## src/rtl/mac_sched_pkg.sv

```systemverilog
// Shared types, default tile geometry and width helper for the MAC sequencer.
package mac_sched_pkg;

    function automatic int unsigned cw(input int unsigned n);
        return (n <= 1) ? 1 : $clog2(n);
    endfunction

    localparam int unsigned DEF_IMG_W  = 4;
    localparam int unsigned DEF_IMG_H  = 4;
    localparam int unsigned DEF_N_OCH  = 16;
    localparam int unsigned DEF_N_GRP  = 3;
    localparam int unsigned DEF_RD_LAT = 1;
    localparam int unsigned DEF_ACC_W  = 21;
    localparam int unsigned DEF_PSUM_W = 32;

    localparam int unsigned N_PIX     = DEF_IMG_W * DEF_IMG_H;
    localparam int unsigned TOTAL_OPS = N_PIX * DEF_N_OCH * DEF_N_GRP;
    localparam int unsigned W_ADDR_W  = cw(DEF_N_OCH * DEF_N_GRP);
    localparam int unsigned D_ADDR_W  = cw(N_PIX * DEF_N_GRP);
    localparam int unsigned PIX_W     = cw(N_PIX);
    localparam int unsigned OCH_W     = cw(DEF_N_OCH);

    typedef logic [1:0] state_t;
    localparam state_t S_IDLE  = 2'd0;
    localparam state_t S_ISSUE = 2'd1;
    localparam state_t S_DRAIN = 2'd2;
    localparam state_t S_DONE  = 2'd3;

endpackage

```

## src/rtl/mac_sched_vld_delay.sv

```systemverilog
// Fixed-depth valid delay line turning the buffer read strobe into the MAC valid.
module vld_delay #(
    parameter int unsigned DEPTH = 1
) (
    input  logic clk_i,
    input  logic rst_i,
    input  logic d_i,
    output logic q_o
);
    logic [DEPTH-1:0] sr_q;

    always_ff @(posedge clk_i) begin
        if (rst_i) begin
            sr_q <= '0;
        end else begin
            sr_q <= DEPTH'({sr_q, d_i});
        end
    end

    assign q_o = sr_q[DEPTH-1];

endmodule

```

## src/rtl/mac_sched.sv

```systemverilog
// Tile sequencer for one MAC datapath: issues reads pixel->och->group, sums group results.
// Build option MAC_SCHED_RELU_EN clamps negative results to zero.
module mac_sched
    import mac_sched_pkg::*;
#(
    parameter int unsigned IMG_W  = DEF_IMG_W,
    parameter int unsigned IMG_H  = DEF_IMG_H,
    parameter int unsigned N_OCH  = DEF_N_OCH,
    parameter int unsigned N_GRP  = DEF_N_GRP,
    parameter int unsigned RD_LAT = DEF_RD_LAT,
    parameter int unsigned ACC_W  = DEF_ACC_W,
    parameter int unsigned PSUM_W = DEF_PSUM_W
) (
    input  logic                                 clk_i,
    input  logic                                 rst_i,
    input  logic                                 start_i,
    input  logic                                 in_stall_i,
    output logic                                 busy_o,
    output logic                                 done_o,
    output logic                                 rd_en_o,
    output logic [cw(N_OCH*N_GRP)-1:0]           w_addr_o,
    output logic [cw(IMG_W*IMG_H*N_GRP)-1:0]     d_addr_o,
    output logic                                 mac_vld_o,
    input  logic [ACC_W-1:0]                     mac_acc_i,
    input  logic                                 mac_acc_vld_i,
    output logic                                 out_vld_o,
    output logic [PSUM_W-1:0]                    out_data_o,
    output logic [cw(IMG_W*IMG_H)-1:0]           out_pix_o,
    output logic [cw(N_OCH)-1:0]                 out_och_o
);
    localparam int unsigned T_PIX = IMG_W * IMG_H;
    localparam int unsigned T_OPS = T_PIX * N_OCH * N_GRP;
    localparam int unsigned WAW   = cw(N_OCH * N_GRP);
    localparam int unsigned DAW   = cw(T_PIX * N_GRP);
    localparam int unsigned PW    = cw(T_PIX);
    localparam int unsigned OW    = cw(N_OCH);
    localparam int unsigned GW    = cw(N_GRP);
    localparam int unsigned CW    = cw(T_OPS + 1);

    state_t            state_q, state_d;
    logic [GW-1:0]     grp_q, grp_d, ret_grp_q, ret_grp_d;
    logic [OW-1:0]     och_q, och_d, ret_och_q, ret_och_d;
    logic [PW-1:0]     pix_q, pix_d, ret_pix_q, ret_pix_d;
    logic [CW-1:0]     ret_cnt_q, ret_cnt_d;
    logic [PSUM_W-1:0] psum_q, psum_d, acc_ext;
    logic              busy_q, busy_d, done_q, done_d, rd_en_q, rd_en_d, out_vld_q, out_vld_d;
    logic [WAW-1:0]    w_addr_q, w_addr_d;
    logic [DAW-1:0]    d_addr_q, d_addr_d;
    logic [PSUM_W-1:0] out_data_q, out_data_d;
    logic [PW-1:0]     out_pix_q, out_pix_d;
    logic [OW-1:0]     out_och_q, out_och_d;

    always_ff @(posedge clk_i) begin
        if (rst_i) begin
            state_q    <= S_IDLE;
            grp_q      <= '0;
            och_q      <= '0;
            pix_q      <= '0;
            ret_grp_q  <= '0;
            ret_och_q  <= '0;
            ret_pix_q  <= '0;
            ret_cnt_q  <= '0;
            psum_q     <= '0;
            busy_q     <= 1'b0;
            done_q     <= 1'b0;
            rd_en_q    <= 1'b0;
            w_addr_q   <= '0;
            d_addr_q   <= '0;
            out_vld_q  <= 1'b0;
            out_data_q <= '0;
            out_pix_q  <= '0;
            out_och_q  <= '0;
        end else begin
            state_q    <= state_d;
            grp_q      <= grp_d;
            och_q      <= och_d;
            pix_q      <= pix_d;
            ret_grp_q  <= ret_grp_d;
            ret_och_q  <= ret_och_d;
            ret_pix_q  <= ret_pix_d;
            ret_cnt_q  <= ret_cnt_d;
            psum_q     <= psum_d;
            busy_q     <= busy_d;
            done_q     <= done_d;
            rd_en_q    <= rd_en_d;
            w_addr_q   <= w_addr_d;
            d_addr_q   <= d_addr_d;
            out_vld_q  <= out_vld_d;
            out_data_q <= out_data_d;
            out_pix_q  <= out_pix_d;
            out_och_q  <= out_och_d;
        end
    end

    always_comb begin
        state_d    = state_q;
        grp_d      = grp_q;
        och_d      = och_q;
        pix_d      = pix_q;
        ret_grp_d  = ret_grp_q;
        ret_och_d  = ret_och_q;
        ret_pix_d  = ret_pix_q;
        ret_cnt_d  = ret_cnt_q;
        psum_d     = psum_q;
        rd_en_d    = 1'b0;
        w_addr_d   = w_addr_q;
        d_addr_d   = d_addr_q;
        out_vld_d  = 1'b0;
        out_data_d = out_data_q;
        out_pix_d  = out_pix_q;
        out_och_d  = out_och_q;
        acc_ext    = PSUM_W'($signed(mac_acc_i));

        case (state_q)
            S_IDLE: begin
                grp_d     = '0;
                och_d     = '0;
                pix_d     = '0;
                ret_grp_d = '0;
                ret_och_d = '0;
                ret_pix_d = '0;
                ret_cnt_d = '0;
                if (start_i) state_d = S_ISSUE;
            end
            S_ISSUE: begin
                if (!in_stall_i) begin
                    rd_en_d  = 1'b1;
                    w_addr_d = WAW'(32'(och_q) * N_GRP + 32'(grp_q));
                    d_addr_d = DAW'(32'(pix_q) * N_GRP + 32'(grp_q));
                    if (grp_q == GW'(N_GRP - 1)) begin
                        grp_d = '0;
                        if (och_q == OW'(N_OCH - 1)) begin
                            och_d = '0;
                            if (pix_q == PW'(T_PIX - 1)) begin
                                pix_d   = '0;
                                state_d = S_DRAIN;
                            end else begin
                                pix_d = pix_q + PW'(1);
                            end
                        end else begin
                            och_d = och_q + OW'(1);
                        end
                    end else begin
                        grp_d = grp_q + GW'(1);
                    end
                end
            end
            S_DRAIN: begin
                if (ret_cnt_q == CW'(T_OPS)) state_d = S_DONE;
            end
            default: begin
                state_d = S_IDLE;
            end
        endcase

        // Results only count while a tile is in flight; stragglers after reset are dropped.
        if (mac_acc_vld_i && (state_q == S_ISSUE || state_q == S_DRAIN)) begin
            psum_d    = (ret_grp_q == '0) ? acc_ext : psum_q + acc_ext;
            ret_cnt_d = ret_cnt_q + CW'(1);
            if (ret_grp_q == GW'(N_GRP - 1)) begin
                ret_grp_d = '0;
                out_vld_d = 1'b1;
                out_pix_d = ret_pix_q;
                out_och_d = ret_och_q;
`ifdef MAC_SCHED_RELU_EN
                out_data_d = psum_d[PSUM_W-1] ? '0 : psum_d;
`else
                out_data_d = psum_d;
`endif
                if (ret_och_q == OW'(N_OCH - 1)) begin
                    ret_och_d = '0;
                    ret_pix_d = (ret_pix_q == PW'(T_PIX - 1)) ? '0 : ret_pix_q + PW'(1);
                end else begin
                    ret_och_d = ret_och_q + OW'(1);
                end
            end else begin
                ret_grp_d = ret_grp_q + GW'(1);
            end
        end

        busy_d = (state_d == S_ISSUE) || (state_d == S_DRAIN);
        done_d = (state_d == S_DONE);
    end

    vld_delay #(.DEPTH(RD_LAT)) u_vld_delay (
        .clk_i (clk_i),
        .rst_i (rst_i),
        .d_i   (rd_en_q),
        .q_o   (mac_vld_o)
    );

    assign busy_o     = busy_q;
    assign done_o     = done_q;
    assign rd_en_o    = rd_en_q;
    assign w_addr_o   = w_addr_q;
    assign d_addr_o   = d_addr_q;
    assign out_vld_o  = out_vld_q;
    assign out_data_o = out_data_q;
    assign out_pix_o  = out_pix_q;
    assign out_och_o  = out_och_q;

endmodule

```

## config.mk

```make
export PLATFORM = sky130hd
export DESIGN_NAME = mac_sched
export DESIGN_NICKNAME = d
export VERILOG_FILES = /design/src/rtl/mac_sched_pkg.sv /design/src/rtl/mac_sched_vld_delay.sv /design/src/rtl/mac_sched.sv
export SDC_FILE = /design/constraint.sdc
export NUM_CORES = 1
export LEC_CHECK = 0
export ABC_AREA = 0
export BUFFER_PORTS_ARGS = -buffer_cell sky130_fd_sc_hd__buf_2
export CORE_MARGIN = 4
export CORE_UTILIZATION = 44
export CTS_BUF_LIST = sky130_fd_sc_hd__clkbuf_8
export DETAILED_ROUTE_END_ITERATION = 16
export PLACE_DENSITY = 0.65
export SETUP_SLACK_MARGIN = 0.02
export SYNTH_ARGS = -nofsm -noshare
export SYNTH_HDL_FRONTEND = slang
export SYNTH_SLANG_ARGS = --single-unit
```

## constraint.sdc

```tcl
create_clock -name clk_i -period 2.62 [get_ports clk_i]
set_input_delay 0.262 -clock clk_i [delete_from_list [all_inputs] [get_ports clk_i]]
set_output_delay 0.262 -clock clk_i [all_outputs]
set_load 0.05 [all_outputs]
```

==> flow_summary.ini, run 1 <==
[timing]
fin_ws_ps = -30.57
fin_skew_ps = 8.909
fin_crit_ps = 2651
rsz0062_at_grt = yes
setup_viol = 2
tightest_slew_ps = 699.3
hold_viol_final = 0
fmax_mhz = 377.3
fin_crit_sh_pct = 101.2
finalMaxSlewViolations = 0
max_slew_margin_pct = 53.33

[global_route]
grt_max_degree = 60
grt_pass1_vias = 6040
grtUsageTotal_pct = 20.00
grt.overflow.total = 0
grt_pass1_wl_um = 29660
antenna_found_initial = 0

[pwr]
p_per_area_mw_per_mm2 = 522.3
p_leak_nw = 3.720
ir_drop_mv = 0.3047

[die]
start_util_pct = 45.36
rows = 45
die_w_um = 133.9
die_y_um = 133.9
core-area_mm2 = 0.01537
dieArea_mm2 = 0.01792
ios = 83

[critical_path]
r2r_slack_ps = -30
r2r-start = psum_q[0]$_SDFFE_PP0P_
crit_chain = ha_4 > fa_2 > a21oi_4 > o21ai_2 > a211o_2 > a21oi_4 > nor4_4 > a2111oi_4 > xnor2_2 > a221oi_2 > nor2_1
crit_top_cell = a21oi_4
end_kind = register
startpoint_type = register
crit_required_ps = 2920
r2r.worst_path.cells = 11
critical_path.top_delay_family = compound AO/OA/AOI/OAI gates
cp_max_fo = 3
worstSetupPathType = register to register
critPathBufInv = 0
arrival_ps = 2950
reg2reg_to = psum_q[22]$_SDFFE_PP0P_
cp_slowest_cell = fa_2
max_stage_delay_ps = 370
critPathLaunch = psum_q[0]$_SDFFE_PP0P_

[hold_path]
hold_path.startpoint = mac_acc_i[19]
hold_path_depth = 3
min_to = psum_q[19]$_SDFFE_PP0P_
worst_hold_path_type = input port to register

[clock_tree]
clk_latency_ps = 440
cts-buffers-inserted = 17
h-tree-depth = 4
clk_path_buf_depth = 2
cts-hold-fix-buffers = 0
cts_root_buf = clkbuf_8
cts_sinks = 121
clkTransAtPathRegs_ps = 70
cts_tree = built

[detailed_routing]
avgViaCountPerCell = 5.399
drt_iter0_drc = 434
wire_per_inst_um = 14.67
finalWirelength_um = 17620
drc = 0
dr_total_vias = 6484
detail-route-antenna-nets = 0
drt-pass1-iter-count = 7

[synth]
synth_area_per_cell_um2 = 8.023
syn-num-nets = 958
synthCells = 869
synth-edff-count = 0
syn_area_mm2 = 0.006972
ys_async_sr_fraction_pct = 0
synth_flop_cell = dfxtp_1
yosysWarnings = 0
ys_types = 67
synth-seq-cells = 121
synth-seq-area-share_pct = 34.75

[status]
status = finished, violations left
violations = negative setup slack

[finish]
final_cell_mix = dfxtp_1, nand2_1, a21oi_1, nor2_1, buf_2
final_common_cell = dfxtp_1
num_antenna_cells = 0
area_growth_pct = 21.16
fin_util_pct = 54.95
layout.nets = 1066
drive_gt1_share_pct = 22.93

[placement]
dpl.hpwl_um = 12720
gp_congestion = 0.9041
dp_slack_ps = -305.9
io_buffers = 82

[job]
cap_violations = 0
==> cell families after synthesis <==
family	count (synthesis)	share of synthesized area, %
and+or+nand+nor	308	19.83
AOI/OAI and AO/OA	270	24.80
DFF	121	34.75
buffers and inverters	68	3.787
adders and majority gates	63	11.85
xor gates and xnor gates	34	4.271
muxes	5	0.7179
==> Yosys cell counts, drive strengths merged (3+ instances only) <==
| master | n | area [µm²] |
|---|---|---|
| a211o | 3 | 27.53 |
| a211oi | 27 | 207.7 |
| a21o | 19 | 142.6 |
| a21oi | 118 | 616.8 |
| a31oi | 8 | 65.06 |
| and2 | 5 | 31.28 |
| and3 | 9 | 56.30 |
| buf | 6 | 31.27 |
| clkbuf | 41 | 153.9 |
| dfxtp | 121 | 2422 |
| fa | 5 | 100.1 |
| ha | 58 | 725.7 |
| inv | 21 | 78.83 |
| mux2i | 5 | 50.05 |
| nand2 | 115 | 431.7 |
| nand2b | 4 | 25.02 |
| nand3 | 20 | 100.1 |
| nand3b | 3 | 22.52 |
| nand4 | 7 | 43.79 |
| nor2 | 98 | 367.9 |
| nor2b | 11 | 68.82 |
| nor3 | 14 | 70.07 |
| nor4 | 5 | 43.79 |
| o211ai | 3 | 22.52 |
| o21a | 3 | 22.52 |
| o21ai | 52 | 264.0 |
| o21bai | 4 | 30.03 |
| o22ai | 6 | 37.54 |
| o31ai | 6 | 63.81 |
| o41ai | 3 | 41.29 |
| or2 | 6 | 37.54 |
| or3 | 5 | 31.28 |
| xnor2 | 24 | 210.2 |
| xor2 | 10 | 87.58 |
==> where the power goes <==
part           switching (mW)  total (mW)  internal, mW
clock network           0.768        1.62         0.854
registers              0.0317        1.92          1.88
logic                   0.517       0.874         0.357
==> worst register-to-register path, stage by stage (launching register included) <==
cell and delay [ps]:
dfxtp_2 330, ha_4 160, fa_2 370, a21oi_4 160, o21ai_2 80, a211o_2 340, a21oi_4 230, nor4_4 80
a2111oi_4 320, xnor2_2 140, a221oi_2 260, nor2_1 60
==> through the flow <==
step           setup TNS [ps]  hold WS (ps)  total power [mW]  cells  cell area, µm²
5_1_grt                -653.9         99.06             4.650   1201            8447
3_5_place_dp            -2794         444.3             2.762   1162            7841
4_1_cts                -54.27         79.65             4.410   1199            8298
3_3_place_gp            -1881         437.1             2.758   1162            7841
2_1_floorplan               0         414.7             2.521    869            6985
6_report               -48.42         117.5             4.412   1201            8447
==> sequential cells by signal (all words and copies together) (netlist names), 4 cells and up <==
signal	count
ret_cnt_q	10
pix_q	4
psum_q	32
ret_och_q	4
och_q	4
out_pix_o	4
out_data_o	32
out_och_o	4
w_addr_o	6
ret_pix_q	4
d_addr_o	6
==> worst max path at each step <==
stage	end	slack, ps	cells past startpoint
floorplan	out_data_o[28]$_SDFFE_PP0P_	9	11
global placement	psum_q[26]$_SDFFE_PP0P_	-240	12
detailed placement	psum_q[26]$_SDFFE_PP0P_	-310	12
CTS	out_data_o[28]$_SDFFE_PP0P_	-20	11
global route	psum_q[22]$_SDFFE_PP0P_	-130	11
finish	psum_q[22]$_SDFFE_PP0P_	-30	11
==> what timing repair did <==
| action | 4_1_cts | 5_1_grt |
|---|---|---|
| setup endpoints to repair | 19 | 28 |
| setup buffers | 5 | 2 |
| resized for setup | 6 | 29 |
| pin swaps | 10 | 7 |
==> routing by layer <==
metal	wire length [µm]	global-route usage, %	part of all wire, %
met4	290	6.514	1.6
met2	7929	31.25	45
met3	751	3.976	4.3
met1	8648	27.81	49
met5	0	0	0
==> final cells by class <==
type	instances	area, µm²
clock buffers	18	247.7
clock inverters	14	132.6
fillers	1469	6924
inverters	21	78.83
multi-input cells	680	4479
flip-flops and latches	121	2426
well taps	211	264.0
repair buffers	136	818.3
(Power assumes the default switching activity.)
==> inputs of run 2 (changes only) <==
--- a/config.mk
+++ b/config.mk
@@ -8,10 +8,9 @@
 export ABC_AREA = 0
 export BUFFER_PORTS_ARGS = -buffer_cell sky130_fd_sc_hd__buf_2
 export CORE_MARGIN = 4
-export CORE_UTILIZATION = 44
+export CORE_UTILIZATION = 35
 export CTS_BUF_LIST = sky130_fd_sc_hd__clkbuf_8
 export DETAILED_ROUTE_END_ITERATION = 16
-export PLACE_DENSITY = 0.65
 export SETUP_SLACK_MARGIN = 0.02
 export SYNTH_ARGS = -nofsm -noshare
 export SYNTH_HDL_FRONTEND = slang
==> run 2 against run 1 <==
The run still ends with negative setup slack left. Worst hold slack worse by 23 ps. Final cell count rose by 4.5%. Utilization fell by 11 points. Register-to-register slack got worse by 60 ps. Critical path type unchanged. Design area rose by 1.6%.
==> flow_summary.ini, run 2 (same netlist as run 1, synthesis figures left out) <==
[placement]
dpl_cell_area_mm2 = 0.007944
dpl.hpwl_um = 13200
gp_congestion = 0.8353
io_buffers = 82

[critical_path]
critPathBufInv = 0
cp_slowest_cell = a211o_2
worstSetupPathType = register to register
max_stage_delay_ps = 390
crit_required_ps = 2940
critPathLaunch = psum_q[0]$_SDFFE_PP0P_
startpoint_type = register
cp_max_fo = 4
r2r-start = psum_q[0]$_SDFFE_PP0P_
crit_chain = ha_2 > fa_2 > a21oi_2 > o21ai_2 > a211o_2 > a21oi_4 > nor4_2 > a2111oi_4 > xnor2_1 > a221oi_2 > nor2_1
critical_path.top_delay_family = compound AO/OA/AOI/OAI gates
end_kind = register
arrival_ps = 3030

[die]
core-area_mm2 = 0.01953
ios = 83
start_util_pct = 35.70
die_w_um = 149.1
dieArea_mm2 = 0.02224
rows = 51
die_y_um = 149.1

[clock_tree]
clk_path_buf_depth = 2
h-tree-depth = 4
clk_latency_ps = 450
cts_root_buf = clkbuf_8
cts_tree = built
cts_sinks = 121
clkTransAtPathRegs_ps = 70
cts-buffers-inserted = 17

[timing]
rsz0062_at_grt = yes
fin_ws_ps = -86.54
finalSetupTns_ps = -308.6
fmax_mhz = 369.5
finalMaxSlewViolations = 0
tightest_slew_ps = 750.1
fin_crit_ps = 2707
fin_skew_ps = 18.26
fin_crit_sh_pct = 103.3
max_slew_margin_pct = 49.99
holdWs_ps = 94.91
setup_viol = 5
hold_viol_final = 0

[global_route]
grt_pass1_wl_um = 30390
grt.overflow.total = 0
grt_pass1_vias = 6115
antenna_found_initial = 0
grt_max_degree = 69
grtUsageTotal_pct = 16.72

[finish]
final_common_cell = dfxtp_1
final_cell_mix = dfxtp_1, nand2_1, a21oi_1, nor2_1, buf_2
layout.nets = 1066
area_growth_pct = 23.10
num_antenna_cells = 0
fin_util_pct = 43.95
drive_gt1_share_pct = 23.33
fin_area_mm2 = 0.008582

[detailed_routing]
wire_per_inst_um = 14.59
drc = 0
drt-pass1-iter-count = 4
dr_total_vias = 6377
avgViaCountPerCell = 5.081
detail-route-antenna-nets = 0
drt_iter0_drc = 289
finalWirelength_um = 18310

[hold_path]
hold_path.startpoint = mac_acc_i[0]
worst_hold_path_type = input port to register

[pwr]
power_mw = 4.570
ir_drop_mv = 0.3043
p_per_area_mw_per_mm2 = 532.5
p_leak_nw = 3.725

[status]
violations = negative setup slack
status = finished, violations left

[job]
cap_violations = 0
-- run 2: path summary, 6_finish.rpt --
check	endpoint	slack (ps)	cells after the start
setup / recovery	psum_q[22]$_SDFFE_PP0P_	-90	11
hold / removal	psum_q[0]$_SDFFE_PP0P_	90	3
setup reg to reg	psum_q[22]$_SDFFE_PP0P_	-90	11
hold reg to reg	w_addr_o[1]$_SDFFE_PP0P_	450	2
-- run 2: layer usage --
metal	share of wire (%)	up-vias	GRT usage, %
met1	49	2961	22.59
li1	-	3311	-
met3	2.7	16	3.099
met2	47	89	27.04
met5	0	-	0
met4	1.8	0	5.446
-- run 2: timing repair --
| item | CTS | global route |
|---|---|---|
| pin swaps | 8 | 31 |
| setup buffers | 3 | 2 |
| hold buffers | 0 | 0 |
| endpoints found under the hold margin | 0 | 0 |
| resized for setup | 8 | 35 |
| setup endpoints to repair | 17 | 34 |
-- run 2: per-stage QoR --
stage,setup slack (ps),cells
2_1_floorplan,9.039,869
3_3_place_gp,-301.3,1219
3_5_place_dp,-349.9,1219
4_1_cts,-108.0,1254
5_1_grt,-202.3,1255
6_report,-86.54,1255
-- run 2: layout make-up --
class | count | area (µm²)
Tap cell | 265 | 331.6
Multi-Input combinational cell | 680 | 4484
Clock inverter | 14 | 172.7
Sequential cell | 121 | 2425
Inverter | 21 | 78.83
Fill cell | 2026 | 10940
Timing Repair Buffer | 136 | 842.1
Clock buffer | 18 | 247.7
-- run 2: power breakdown --
group | switching (mW) | leakage (nW) | internal [mW]
sequential | 0.0315 | 0.980 | 1.88
combinational | 0.519 | 2.53 | 0.358
clock | 0.808 | 0.209 | 0.971
-- run 2: worst reg2reg max path: cells and delay by family, from the launching register on --
kind | cells | cell delay [ps]
AO/OA/AOI/OAI | 6 | 1400
XOR/XNOR | 1 | 180
adder cells (fa/ha/maj) | 2 | 540
flip-flops | 1 | 320
AND/OR/NAND/NOR | 2 | 150
==> inputs of run 3 (changes only) <==
--- a/config.mk
+++ b/config.mk
@@ -8,9 +8,10 @@
 export ABC_AREA = 0
 export BUFFER_PORTS_ARGS = -buffer_cell sky130_fd_sc_hd__buf_2
 export CORE_MARGIN = 4
-export CORE_UTILIZATION = 35
+export CORE_UTILIZATION = 41
 export CTS_BUF_LIST = sky130_fd_sc_hd__clkbuf_8
 export DETAILED_ROUTE_END_ITERATION = 16
+export MAX_ROUTING_LAYER = met4
 export SETUP_SLACK_MARGIN = 0.02
 export SYNTH_ARGS = -nofsm -noshare
 export SYNTH_HDL_FRONTEND = slang
==> run 3 against run 2 <==
The run still ends with negative setup slack left. Register-to-register slack lost 50 ps. Largest cell class unchanged. Critical endpoint is now out_data_o[30]$_SDFFE_PP0P_. Non-clock buffer count up 4. First-iteration DRC count is 6.6% lower. Largest power group unchanged. Clock skew is 9.7 ps lower. Setup slack worse by 51 ps. Worst hold slack better by 9.3 ps. Total power decreased by 0.31%. Combinational power fell by 1%.
==> flow_summary.ini, run 3 (same netlist as run 1, synthesis figures left out) <==
[status]
status = finished, violations left
violations = negative setup slack

[timing]
fin_skew_ps = 8.564
holdWs_ps = 104.2
fin_crit_sh_pct = 105.2
setup_viol = 6
hold_viol_final = 0
max_slew_margin_pct = 54.28
fmax_mhz = 362.7
tightest_slew_ps = 685.8
fin_crit_ps = 2757
fin_ws_ps = -137.5
rsz0062_at_grt = yes
finalMaxSlewViolations = 0

[detailed_routing]
drt-pass1-iter-count = 5
detail-route-antenna-nets = 0
dr_total_vias = 6465
wire_per_inst_um = 15.00
avgViaCountPerCell = 5.325
drc = 0
drt_iter0_drc = 270
finalWirelength_um = 18210

[job]
cap_violations = 0

[global_route]
grt.overflow.total = 0
grtUsageTotal_pct = 19.60
grt_pass1_vias = 6055
antenna_found_initial = 0
grt_max_degree = 58
grt_pass1_wl_um = 30600

[pwr]
p_per_area_mw_per_mm2 = 537.4
p_leak_nw = 3.781
power_mw = 4.556
p_comb_share_pct = 19.0
switchingPower_mw = 1.293
p_clk_share_pct = 39.0
seqPwrFrac_pct = 42.1
p_int_mw = 3.263
netSwitchingFraction_pct = 28.39
ir_drop_mv = 0.4529

[clock_tree]
h-tree-depth = 4
cts-buffers-inserted = 17
cts_root_buf = clkbuf_8
cts_tree = built
clk_path_buf_depth = 2
cts-hold-fix-buffers = 0
clk_latency_ps = 440
clkTransAtPathRegs_ps = 70
cts_sinks = 121

[critical_path]
startpoint_type = register
crit_required_ps = 2930
cp_max_fo = 3
worstSetupPathType = register to register
arrival_ps = 3070
end_kind = register

[die]
rows = 47
dieArea_mm2 = 0.01915
die_w_um = 138.4
core-area_mm2 = 0.01664
ios = 83
start_util_pct = 41.89
die_y_um = 138.4

[finish]
num_antenna_cells = 0
area_growth_pct = 21.61
final_cell_mix = dfxtp_1, nand2_1, a21oi_1, nor2_1, buf_2
layout.nets = 1070
final_common_cell = dfxtp_1
fin_area_mm2 = 0.008478
drive_gt1_share_pct = 21.63
fin_util_pct = 50.94

[placement]
dpl_cell_area_mm2 = 0.007875
dpl.hpwl_um = 13180
gp_congestion = 0.9096
io_buffers = 82

[hold_path]
worst_hold_path_type = input port to register
-- run 3: cell types whose count changed in the layout (fill, tap and decap cells not counted), sizes merged --
cell,before,now
clkinv,7,4
inv,23,25
clkbuf,18,21
clkinvlp,2,0
buf,136,140
-- run 3: cell type report --
| class | count | area (µm²) |
|---|---|---|
| Tap cell | 220 | 275.3 |
| Multi-Input combinational cell | 680 | 4433 |
| Fill cell | 1646 | 8164 |
| Inverter | 21 | 78.83 |
| Clock buffer | 21 | 289.0 |
| Timing Repair Buffer | 140 | 848.3 |
| Sequential cell | 121 | 2425 |
| Clock inverter | 11 | 128.9 |
-- run 3: power by group through the flow --
stage	registers (mW)	logic, mW	clock network (mW)
finish	1.92	0.864	1.77
global placement	1.96	0.815	0
CTS	1.92	0.843	1.83
global route	1.92	0.963	1.91
detailed placement	1.96	0.814	0
floorplan	1.97	0.547	0
-- run 3: final timing paths --
check	start	to	slack (ps)	cells past startpoint
max	psum_q[0]$_SDFFE_PP0P_	out_data_o[30]$_SDFFE_PP0P_	-140	11
min reg2reg	out_data_o[0]$_SDFFE_PP0P_	out_data_o[0]$_SDFFE_PP0P_	450	2
max reg2reg	psum_q[0]$_SDFFE_PP0P_	out_data_o[30]$_SDFFE_PP0P_	-140	11
min	mac_acc_i[19]	psum_q[19]$_SDFFE_PP0P_	100	3
-- run 3: critical path, stage by stage (launching register included) --
cell	delay [ps]
dfxtp_2	340
ha_4	160
fa_2	360
a21oi_4	160
o21ai_2	90
a211o_2	340
a21oi_4	220
nor4_2	100
a2111oi_4	390
o41ai_2	110
xnor2_1	250
o22ai_1	100
-- run 3: routing by layer --
layer	GRT usage [%]	wire length (µm)	vias to the layer above
met5	-	0	-
met4	5.408	287	0
met3	4.662	765	24
met2	28.98	8075	136
met1	26.88	9085	2986
li1	-	-	3319
-- run 3: timing repair --
item | in CTS | in global routing
setup endpoints to repair | 18 | 30
setup buffers | 3 | 5
pin swaps | 11 | 16
gates resized for setup | 14 | 9
-- run 3: metrics by stage --
step	TNS (ps)	std cells	worst slack [ps]
floorplan	0	869	9.039
finish	-503.1	1214	-137.5
global route	-1504	1214	-219.7
global placement	-2606	1174	-264.5
detailed placement	-3277	1174	-331.9
CTS	-331.9	1209	-86.97
